--- config.mk ---
export PLATFORM = sky130hd
export DESIGN_NAME = jtbubl_sndcomm
export DESIGN_NICKNAME = d
export VERILOG_FILES = /design/src/rtl/jtbubl_snd_pkg.sv /design/src/rtl/jtbubl_cen_pulse.sv /design/src/rtl/jtbubl_sndcomm.sv
export SDC_FILE = /design/constraint.sdc
export NUM_CORES = 1
export LEC_CHECK = 0
export BUFFER_PORTS_ARGS = -buffer_cell sky130_fd_sc_hd__clkbuf_2
export CORE_ASPECT_RATIO = 0.6
export CORE_UTILIZATION = 56
export CTS_BUF_LIST = sky130_fd_sc_hd__clkbuf_8
export DETAILED_ROUTE_END_ITERATION = 12
export PLACE_DENSITY = 0.82
export SKIP_LAST_GASP = 1
export SYNTH_ARGS = -nofsm -noshare
export SYNTH_HDL_FRONTEND = slang
export SYNTH_SLANG_ARGS = --single-unit
--- constraint.sdc ---
create_clock -name clk24 -period 1.9 [get_ports clk24]
set_input_delay 0.57 -clock clk24 [delete_from_list [all_inputs] [get_ports clk24]]
set_output_delay 0.57 -clock clk24 [all_outputs]
set_load 0.01 [all_outputs]
--- src/rtl/jtbubl_snd_pkg.sv ---
// Shared constants for the sound-side comm link: register offsets and FSM encodings.
`timescale 1ns/1ps
package jtbubl_snd_pkg;

  localparam logic [1:0] REG_CMD   = 2'd0;
  localparam logic [1:0] REG_STAT  = 2'd1;
  localparam logic [1:0] REG_NMION = 2'd2;

  typedef enum logic {
    PS_IDLE,
    PS_ACTIVE
  } pulse_st_t;

  typedef enum logic [1:0] {
    SR_HOLD,
    SR_COUNT,
    SR_RUN
  } rst_st_t;

endpackage

--- src/rtl/jtbubl_cen_pulse.sv ---
// Clock-enable counted pulse: starts on trig, stays busy for LEN cen ticks after that.
`timescale 1ns/1ps
module jtbubl_cen_pulse
  import jtbubl_snd_pkg::*;
#(
  parameter int unsigned CW  = 8,
  parameter int unsigned LEN = 4
) (
  input  logic clk,
  input  logic rst,
  input  logic cen,
  input  logic trig,
  input  logic clr,
  output logic busy
);

  pulse_st_t     st;
  logic [CW-1:0] cnt;

  // Start does not wait for cen; callers gate trig with cen where the start must align to a tick.
  always_ff @(posedge clk) begin
    if (rst || clr) begin
      st   <= PS_IDLE;
      cnt  <= '0;
      busy <= 1'b0;
    end else begin
      case (st)
        PS_IDLE: begin
          if (trig) begin
            st   <= PS_ACTIVE;
            cnt  <= CW'(LEN);
            busy <= 1'b1;
          end
        end
        PS_ACTIVE: begin
          if (cen) begin
            if (cnt == CW'(1)) begin
              st   <= PS_IDLE;
              busy <= 1'b0;
            end else begin
              cnt <= cnt - CW'(1);
            end
          end
        end
        default: st <= PS_IDLE;
      endcase
    end
  end

endmodule

--- src/rtl/jtbubl_sndcomm.sv ---
// Sound-side end of the main/sound CPU link: command latch, reply latch, NMI and sound CPU reset.
`timescale 1ns/1ps
module jtbubl_sndcomm
  import jtbubl_snd_pkg::*;
#(
  parameter int unsigned NMI_W    = 4,
  parameter int unsigned RST_HOLD = 16
) (
  input  logic       clk24,
  input  logic       rst,
  input  logic       cen3,
  input  logic [7:0] snd_latch,
  input  logic       snd_stb,
  input  logic       snd_rstn,
  output logic [7:0] main_latch,
  output logic       main_stb,
  output logic       snd_flag,
  input  logic       comm_cs,
  input  logic [1:0] comm_addr,
  input  logic       comm_rnw,
  input  logic [7:0] comm_din,
  output logic [7:0] comm_dout,
  output logic       snd_nmi_n,
  output logic       snd_cpu_rst_n
);

  logic       stb_l, cs_l;
  logic       stb_edge, cs_edge, rd, wr, wr_stat, wr_nmion;
  logic [7:0] cmd, rd_data;
  logic       pend, nmi_en, nmi_req;
  logic       in_reset, nmi_trig, nmi_busy, hold_busy;
  rst_st_t    rst_st;

  // Combinational hold so clears take effect on the clk24 after snd_rstn falls.
  assign in_reset = rst | ~snd_rstn | (rst_st != SR_RUN);
  assign stb_edge = snd_stb & ~stb_l & ~in_reset;
  assign cs_edge  = comm_cs & ~cs_l & ~in_reset;
  assign rd       = cs_edge & comm_rnw;
  assign wr       = cs_edge & ~comm_rnw;
  assign wr_stat  = wr & (comm_addr == REG_STAT);
  assign wr_nmion = wr & (comm_addr == REG_NMION);
  assign nmi_trig = nmi_req & cen3 & ~in_reset;
  assign snd_flag  = pend;
  assign snd_nmi_n = ~nmi_busy;

  always_comb begin
    rd_data = 8'hff;
    case (comm_addr)
      REG_CMD:  rd_data = cmd;
      REG_STAT: rd_data = {6'h3f, nmi_en, pend};
      default:  rd_data = 8'hff;
    endcase
  end

  always_ff @(posedge clk24) begin
    stb_l <= snd_stb;
    cs_l  <= comm_cs;
    if (rst) begin
      cmd        <= '0;
      pend       <= 1'b0;
      nmi_en     <= 1'b0;
      nmi_req    <= 1'b0;
      main_latch <= '0;
      main_stb   <= 1'b0;
      comm_dout  <= '1;
    end else begin
      main_stb <= 1'b0;
      if (in_reset) begin
        pend    <= 1'b0;
        nmi_en  <= 1'b0;
        nmi_req <= 1'b0;
      end else begin
        if (nmi_trig && !nmi_busy) nmi_req <= 1'b0;
        if (rd) begin
          comm_dout <= rd_data;
          if (comm_addr == REG_CMD) pend <= 1'b0;
        end
        if (wr) begin
          case (comm_addr)
            REG_CMD: begin
              main_latch <= comm_din;
              main_stb   <= 1'b1;
            end
            REG_STAT:  nmi_en <= 1'b0;
            REG_NMION: begin
              nmi_en <= 1'b1;
              if (pend) nmi_req <= 1'b1;
            end
            default: ;
          endcase
        end
        // Strobe handled last so a coincident read still sees pend set afterwards.
        if (stb_edge) begin
          cmd  <= snd_latch;
          pend <= 1'b1;
          if ((nmi_en || wr_nmion) && !wr_stat) nmi_req <= 1'b1;
        end
      end
    end
  end

  always_ff @(posedge clk24) begin
    if (rst || !snd_rstn) begin
      rst_st        <= SR_HOLD;
      snd_cpu_rst_n <= 1'b0;
    end else begin
      case (rst_st)
        SR_HOLD:  rst_st <= SR_COUNT;
        SR_COUNT: begin
          if (!hold_busy) begin
            rst_st        <= SR_RUN;
            snd_cpu_rst_n <= 1'b1;
          end
        end
        SR_RUN:   ;
        default:  rst_st <= SR_HOLD;
      endcase
    end
  end

  jtbubl_cen_pulse #(.CW(4), .LEN(NMI_W)) u_nmi (
    .clk  (clk24),
    .rst  (rst),
    .cen  (cen3),
    .trig (nmi_trig),
    .clr  (in_reset),
    .busy (nmi_busy)
  );

  jtbubl_cen_pulse #(.CW(8), .LEN(RST_HOLD)) u_hold (
    .clk  (clk24),
    .rst  (rst),
    .cen  (cen3),
    .trig ((rst_st == SR_HOLD) & snd_rstn & ~rst),
    .clr  (rst | ~snd_rstn),
    .busy (hold_busy)
  );

endmodule
# --- Yosys cells after proc, flatten, opt, wreduce, memory -nomap -nowiden ---
# Cells that the tools add are included.
word_totals:
  ff_bits: 49
  inputBits: 25
  output_inout_bits: 20
  wordCells: 126
op_classes:
  addsub: 2
  eq_ne: 16
  mux: 38
  bitwise_logic: 26
  reduce_logical: 27
op_table:
  columns: ["op", "n"]
  rows:
  - ["one-hot mux 8 bit (2 select lines)", 2]
  - ["two-way mux 8 bit", 3]
  - ["two-way mux 1 bit", 22]
  - ["!= test 2 bit (second input constant)", 9]
  - ["AND reduction 3 bit", 5]
  - ["bitwise AND 1 bit", 12]
  - ["two-way mux 4 bit", 3]
  - ["NOT 1 bit", 12]
  - ["AND reduction 2 bit", 6]
  - ["one-hot mux 1 bit (2 select lines)", 5]
  - ["== test 8 x 1 -> 1 bit (second input constant)", 1]
  - ["one-hot mux 4 bit (2 select lines)", 1]
  - ["subtractor 8 x 1 -> 8 bit (second input constant)", 1]
  - ["one-hot mux 2 bit (3 select lines)", 1]
  - ["nonzero test 2 bit", 3]
  - ["== test 2 x 1 -> 1 bit (second input constant)", 2]
  - ["== test 2 bit (second input constant)", 2]
  - ["== test 4 x 1 -> 1 bit (second input constant)", 1]
  - ["zero test 2 bit", 2]
  - ["logical OR 1 bit", 4]
  - ["subtractor 4 x 1 -> 4 bit (second input constant)", 1]
  - ["zero test 1 bit", 3]
  - ["OR reduction 3 bit", 1]
  - ["logical AND 1 bit", 2]
  - ["4 further kinds", 5]

# --- Longest topological paths before layout ---
logic_depth:
  ltp_word: 12
  mapped_depth: 6
  ltp_nobuf: 6

# --- Cells and area by module ---
# A second synthesis with hierarchy kept.
unflattened:
  hier_cells: 250
  hier_area_um2: 2265.9
modules_own_cells:
  columns: ["mod", "instances", "cells_each", "area_per_inst_um2", "seq_area_each_um2"]
  rows:
  - ["jtbubl_sndcomm", 1, 157, 1435.1, 660.6]
  - ["jtbubl_cen_pulse (u_hold)", 1, 58, 534.3, 200.2]
  - ["jtbubl_cen_pulse (u_nmi)", 1, 35, 296.5, 120.1]

# --- Least setup slack after synthesis ---
# OpenSTA, ideal clock, no wires.
synth_path:
  path_kind: "in2reg"
  start: "in rst"
  end: "reg pend, in the netlist snd_flag"
  setup_ps: 132
  arrival_time_ps: 1659
  required_ps: 1768
  path_slack_ps: 109
  cell_stages: 6
  n_path_buf: 2
  cell_sequence: "clkbuf_1 > and4bb_2 > and3_1 > clkbuf_1 > and2_1 > o21ai_0"
synth_via:
  elab_chain_len: 7
  word_cells_on_any_way: 11
  cone_classes: "mux: 1; bitwise: 6; reduce/logical: 4"
synth_lines:
  columns: ["item", "line", "source"]
  rows:
  - ["start, declared", "jtbubl_sndcomm.sv:10", "input logic rst,"]
  - ["bitwise OR 1 bit (2 in series)", "jtbubl_sndcomm.sv:35", "assign in_reset = rst | ~snd_rstn | (rst_st != SR_RUN);"]
  - ["NOT 1 bit (no source line)", null, null]
  - ["bitwise AND 1 bit", "jtbubl_sndcomm.sv:37", "assign cs_edge = comm_cs & ~cs_l & ~in_reset;"]
  - ["bitwise AND 1 bit", "jtbubl_sndcomm.sv:38", "assign rd = cs_edge & comm_rnw;"]
  - ["nonzero test 2 bit (no source line)", null, null]
  - ["AND reduction 2 bit (no source line)", null, null]
  - ["end signal, assigned", "jtbubl_sndcomm.sv:60", "pend <= 1'b0;"]
  - ["end signal, assigned", "jtbubl_sndcomm.sv:69", "pend <= 1'b0;"]
  - ["end signal, assigned", "jtbubl_sndcomm.sv:76", "if (comm_addr == REG_CMD) pend <= 1'b0;"]
  - ["end, declared", "jtbubl_sndcomm.sv:30", "logic pend, nmi_en, nmi_req;"]
# Several ways; a longest one is shown, not always the timed one.
# A chain may end at the register's enable or synchronous reset.

# --- Final worst setup path ---
layout_path:
  start: "reg u_hold.cnt[1]"
  end: "reg u_hold.cnt[7]"
layout_via:
  elab_chain_len: 4
  word_cells_on_any_way: 7
  cone_classes: "add/sub: 1; eq/ne: 2; mux: 3; reduce/logical: 1"
layout_lines:
  columns: ["item", "line", "source"]
  rows:
  - ["start, declared", "jtbubl_cen_pulse.sv:18", "logic [CW-1:0] cnt;"]
  - ["start signal, assigned", "jtbubl_cen_pulse.sv:31", "cnt <= CW'(LEN);"]
  - ["start signal, assigned", "jtbubl_cen_pulse.sv:41", "cnt <= cnt - CW'(1);"]
  - ["subtractor 8 x 1 -> 8 bit", "jtbubl_cen_pulse.sv:41", null]
  - ["two-way mux 8 bit", "jtbubl_cen_pulse.sv:37", "if (cnt == CW'(1)) begin"]
  - ["two-way mux 8 bit", "jtbubl_cen_pulse.sv:36", "if (cen) begin"]
  - ["one-hot mux 8 bit (2 select lines)", "jtbubl_cen_pulse.sv:27", "case (st)"]
# Several ways; a longest one is shown, not always the timed one. The select of a mux whose other input is x is not followed.

==> results.rst <==
.. list-table::
   :header-rows: 1

   * - Metric
     - Value
   * - Run status
     - finished clean
   * - Yosys synthesis warning count
     - 0
   * - Number of flops mapped to enable cells by yosys
     - 0
   * - Synthesis-to-finish area growth
     - 20.6%
   * - Count of antenna-violating nets left after detailed routing
     - 0
   * - Post-synthesis sequential element count
     - 49
   * - Clock-pin slew on the worst setup and hold paths
     - 0.09 ns
   * - Data arrival time of the worst path
     - 1.95 ns
   * - Number of buffer cells added on primary ports
     - 44
   * - Final global-route overflow total
     - 0
   * - Fraction of layout instances using a drive strength above 1
     - 0.251
   * - Critical path cell sequence
     - inv_1 -> ha_1 -> and4bb_1 -> and2_1 -> nor4b_2 -> buf_4 -> mux2i_1
   * - CP endpoint kind
     - register
   * - Avg Cell Area, Syn
     - 9.10 um^2
   * - Min-delay src
     - comm_cs
   * - Worst setup skew after layout
     - 0.00739 ns
   * - Row cnt
     - 16
   * - GPL Wtd Cong
     - 0.867
   * - Top FF cell, synth
     - sky130_fd_sc_hd__dfxtp_1
   * - Clk root buf
     - sky130_fd_sc_hd__clkbuf_8
   * - Reg2reg setup slack
     - 0.18 ns
   * - CTS Hold Buffers Added
     - 0
   * - Relative slew margins
     - 0.718
   * - Hold worst-path end
     - cs_l
   * - Number of buffers created by CTS
     - 5
   * - Transition time of the tightest slew-check pin
     - 0.420 ns
   * - Largest cells by area after synthesis
     - sky130_fd_sc_hd__dfxtp_1, sky130_fd_sc_hd__mux2i_1, sky130_fd_sc_hd__nor2_1, sky130_fd_sc_hd__ha_1, sky130_fd_sc_hd__a21oi_1
   * - Floorplan die area
     - 0.00403 mm^2
   * - Number of nets in the layout
     - 318
   * - Worst reg2reg startpoint
     - u_hold.cnt[1]
   * - Clock buffer depth
     - 2
   * - Post-Syn Nets
     - 264
   * - Number of ports placed on the die boundary
     - 45
   * - Total negative slack
     - 0 ns
   * - Global-route wire length before repair
     - 6980 um
   * - Number of cells on the worst hold path
     - 1
   * - Lkg Pwr
     - 1.21 nW
   * - Startpoint Class
     - register
   * - Estimated wirelength of the detail-placed design
     - 3250 um
   * - DRC viols
     - 0
   * - Number of violations of the max-capacitance limit
     - 0
   * - Drt pass-1 iters
     - 4
   * - Final period utilization
     - 0.904
   * - Synth unique cells
     - 40
   * - Register area share after synthesis
     - 0.465
   * - Level count of the clock H-tree
     - 2
   * - CTS tree
     - built
   * - Post-detailed-route wirelength per cell
     - 12.5 um
   * - Share of the synthesized area in the top cell type
     - 0.465
   * - Floorplan core area
     - 0.00342 mm^2
   * - Via density per instance
     - 5.16
   * - Standard cell with the maximum stage delay on the critical path
     - sky130_fd_sc_hd__dfxtp_1
   * - Starting density of the core
     - 0.617
   * - Pin count of the biggest net entering global routing
     - 24
   * - Synthesized instance count
     - 232
   * - Cell count of the worst reg-to-reg path
     - 7
   * - Detailed router's first-iteration violation count
     - 74
   * - Start-to-end type of the worst setup path
     - reg2reg
   * - Cell type with the largest total area after synthesis
     - sky130_fd_sc_hd__dfxtp_1
   * - Number of antenna repair diodes
     - 0
   * - Antenna violations before repair
     - 0
   * - Vertical extent of the die
     - 49.6 um
   * - F_max
     - 582 MHz
   * - CTS sink cnt
     - 49
   * - Final Routed Wirelength
     - 4170 um
   * - Chip Width
     - 81.3 um
   * - Number of global-route vias before repair
     - 1525
   * - Slew Viols, Final
     - 0
   * - Post-synthesis async set-or-reset flop share
     - 0
   * - Vias post-DR
     - 1714
   * - Worst reg2reg endpoint
     - u_hold.cnt[7]
   * - Slowest stage delay, CP
     - 0.35 ns
   * - Total global routing track utilization
     - 0.234
   * - Count of final hold-check violations
     - 0
   * - Unrepaired setup endpoints after global routing
     - no
   * - Worst hold margin
     - 0.388 ns
   * - Highest net fanout along the worst path
     - 5
   * - Cell area after technology mapping
     - 0.00211 mm^2
   * - Worst hold-check path type
     - in2reg
   * - # setup viols final
     - 0
   * - FILL cells
     - 260
   * - P per Cell Area
     - 725 mW/mm^2
   * - Clock period minus worst slack
     - 1.72 ns
   * - Critical Path RT
     - 2.13 ns
   * - Clock latency on the worst-skew pair
     - 0.30 ns
   * - Largest voltage drop on the vdd net
     - 0.000504 V
==> how the worst max path moves through the flow <==
stage | startpoint | end | cells past startpoint
floorplan | rst | snd_flag | 6
global placement | snd_rstn | u_hold.cnt[7] | 6
detailed placement | rst | comm_dout[1] | 5
CTS | u_hold.cnt[1] | u_hold.cnt[7] | 7
global route | u_hold.cnt[1] | u_hold.cnt[4] | 7
finish | u_hold.cnt[1] | u_hold.cnt[7] | 7
==> cell families (layout without fill, tap and decap cells) <==
logic type                 count (synthesis)  count (layout)  share of synthesized area
and+or+nand+nor                           96              96                      0.234
DFF                                       49              49                      0.465
AOI/OAI and AO/OA                         36              36                      0.108
muxes                                     20              20                     0.0960
buffers and inverters                     19              74                     0.0350
adders and majority gates                  7               7                     0.0415
xor gates and xnor gates                   5               5                     0.0207
==> area by class of cell <==
class / instances / area [um^2] / share of cell area
inverter: 11 / 41.3 / 0.0162
tap: 45 / 56.3 / 0.0221
clock buffer: 7 / 96.3 / 0.0379
sequential: 49 / 981 / 0.385
clock inverter: 1 / 5.00 / 0.00197
timing repair buffer: 55 / 303 / 0.119
multi-input combinational: 164 / 1060 / 0.417
==> flip-flops by register name (all words and copies together), names as in the netlist, 2 cells and up <==
| name | flops |
|---|---|
| rst_st | 2 |
| main_latch | 8 |
| u_hold.cnt | 8 |
| u_nmi.cnt | 4 |
| cmd | 8 |
| comm_dout | 8 |
==> layout by cell type (no fill, tap or decap), drive strengths merged, types with 6 or more instances in the layout <==
cell / instances
nand3: 6
inv: 11
o21bai: 8
dfxtp: 49
buf: 11
clkbuf: 51
nand2: 10
ha: 7
nor3: 12
a21oi: 13
nor2: 40
mux2i: 18
==> Yosys cell counts, types with 3 or more instances <==
cell / instances
sky130_fd_sc_hd__nand3_1: 6
sky130_fd_sc_hd__or3_1: 3
sky130_fd_sc_hd__mux2i_1: 18
sky130_fd_sc_hd__a21oi_1: 13
sky130_fd_sc_hd__nor3_1: 11
sky130_fd_sc_hd__dfxtp_1: 49
sky130_fd_sc_hd__clkbuf_1: 6
sky130_fd_sc_hd__xnor2_1: 4
sky130_fd_sc_hd__a211oi_1: 4
sky130_fd_sc_hd__inv_1: 11
sky130_fd_sc_hd__o21bai_1: 8
sky130_fd_sc_hd__nor2_1: 40
sky130_fd_sc_hd__and3_1: 3
sky130_fd_sc_hd__o21ai_0: 5
sky130_fd_sc_hd__nand2b_1: 4
sky130_fd_sc_hd__ha_1: 7
sky130_fd_sc_hd__nand2_1: 10
==> power breakdown <==
part           internal, mW  total [mW]  switching, mW  leakage [nW]
sequential             1.04        1.05         0.0122         0.397
clock                 0.329       0.655          0.326        0.0542
combinational        0.0703       0.142         0.0713         0.755
total                  1.44        1.85          0.409          1.21
==> layer usage <==
layer	up-vias	global-route usage	wire (um)
met5	-	0	0
met4	0	0.0714	45
met3	8	0.0704	233
met2	39	0.325	1620
met1	757	0.342	2260
li1	910	-	-
==> worst max-delay path, delay by kind of cell, from the launching register on <==
kind                     cells  cell delay [ns]
multiplexers                 1             0.16
buffers and inverters        2             0.22
flip-flops                   1             0.35
adder cells (fa/ha/maj)      1             0.18
AND/OR/NAND/NOR              3             0.74
==> stage by stage <==
step                instance area [um^2]  instances  setup WS [ns]  power (mW)   util
floorplan                           2110        232          0.109        1.15      -
detailed placement                  2440        324         0.0985        1.21  0.712
finish                              2540        332          0.182        1.85  0.743
global placement                    2440        324          0.143        1.21  0.712
CTS                                 2540        332          0.105        1.85  0.742
global route                        2540        332        0.00624        1.92  0.743
==> repair_timing <==
| action | 4_1_cts | 5_1_grt |
|---|---|---|
| setup endpoints to repair | 0 | 1 |
| setup buffers | 0 | 0 |
| gates resized for setup | 0 | 1 |
(Power assumes the default switching activity.)
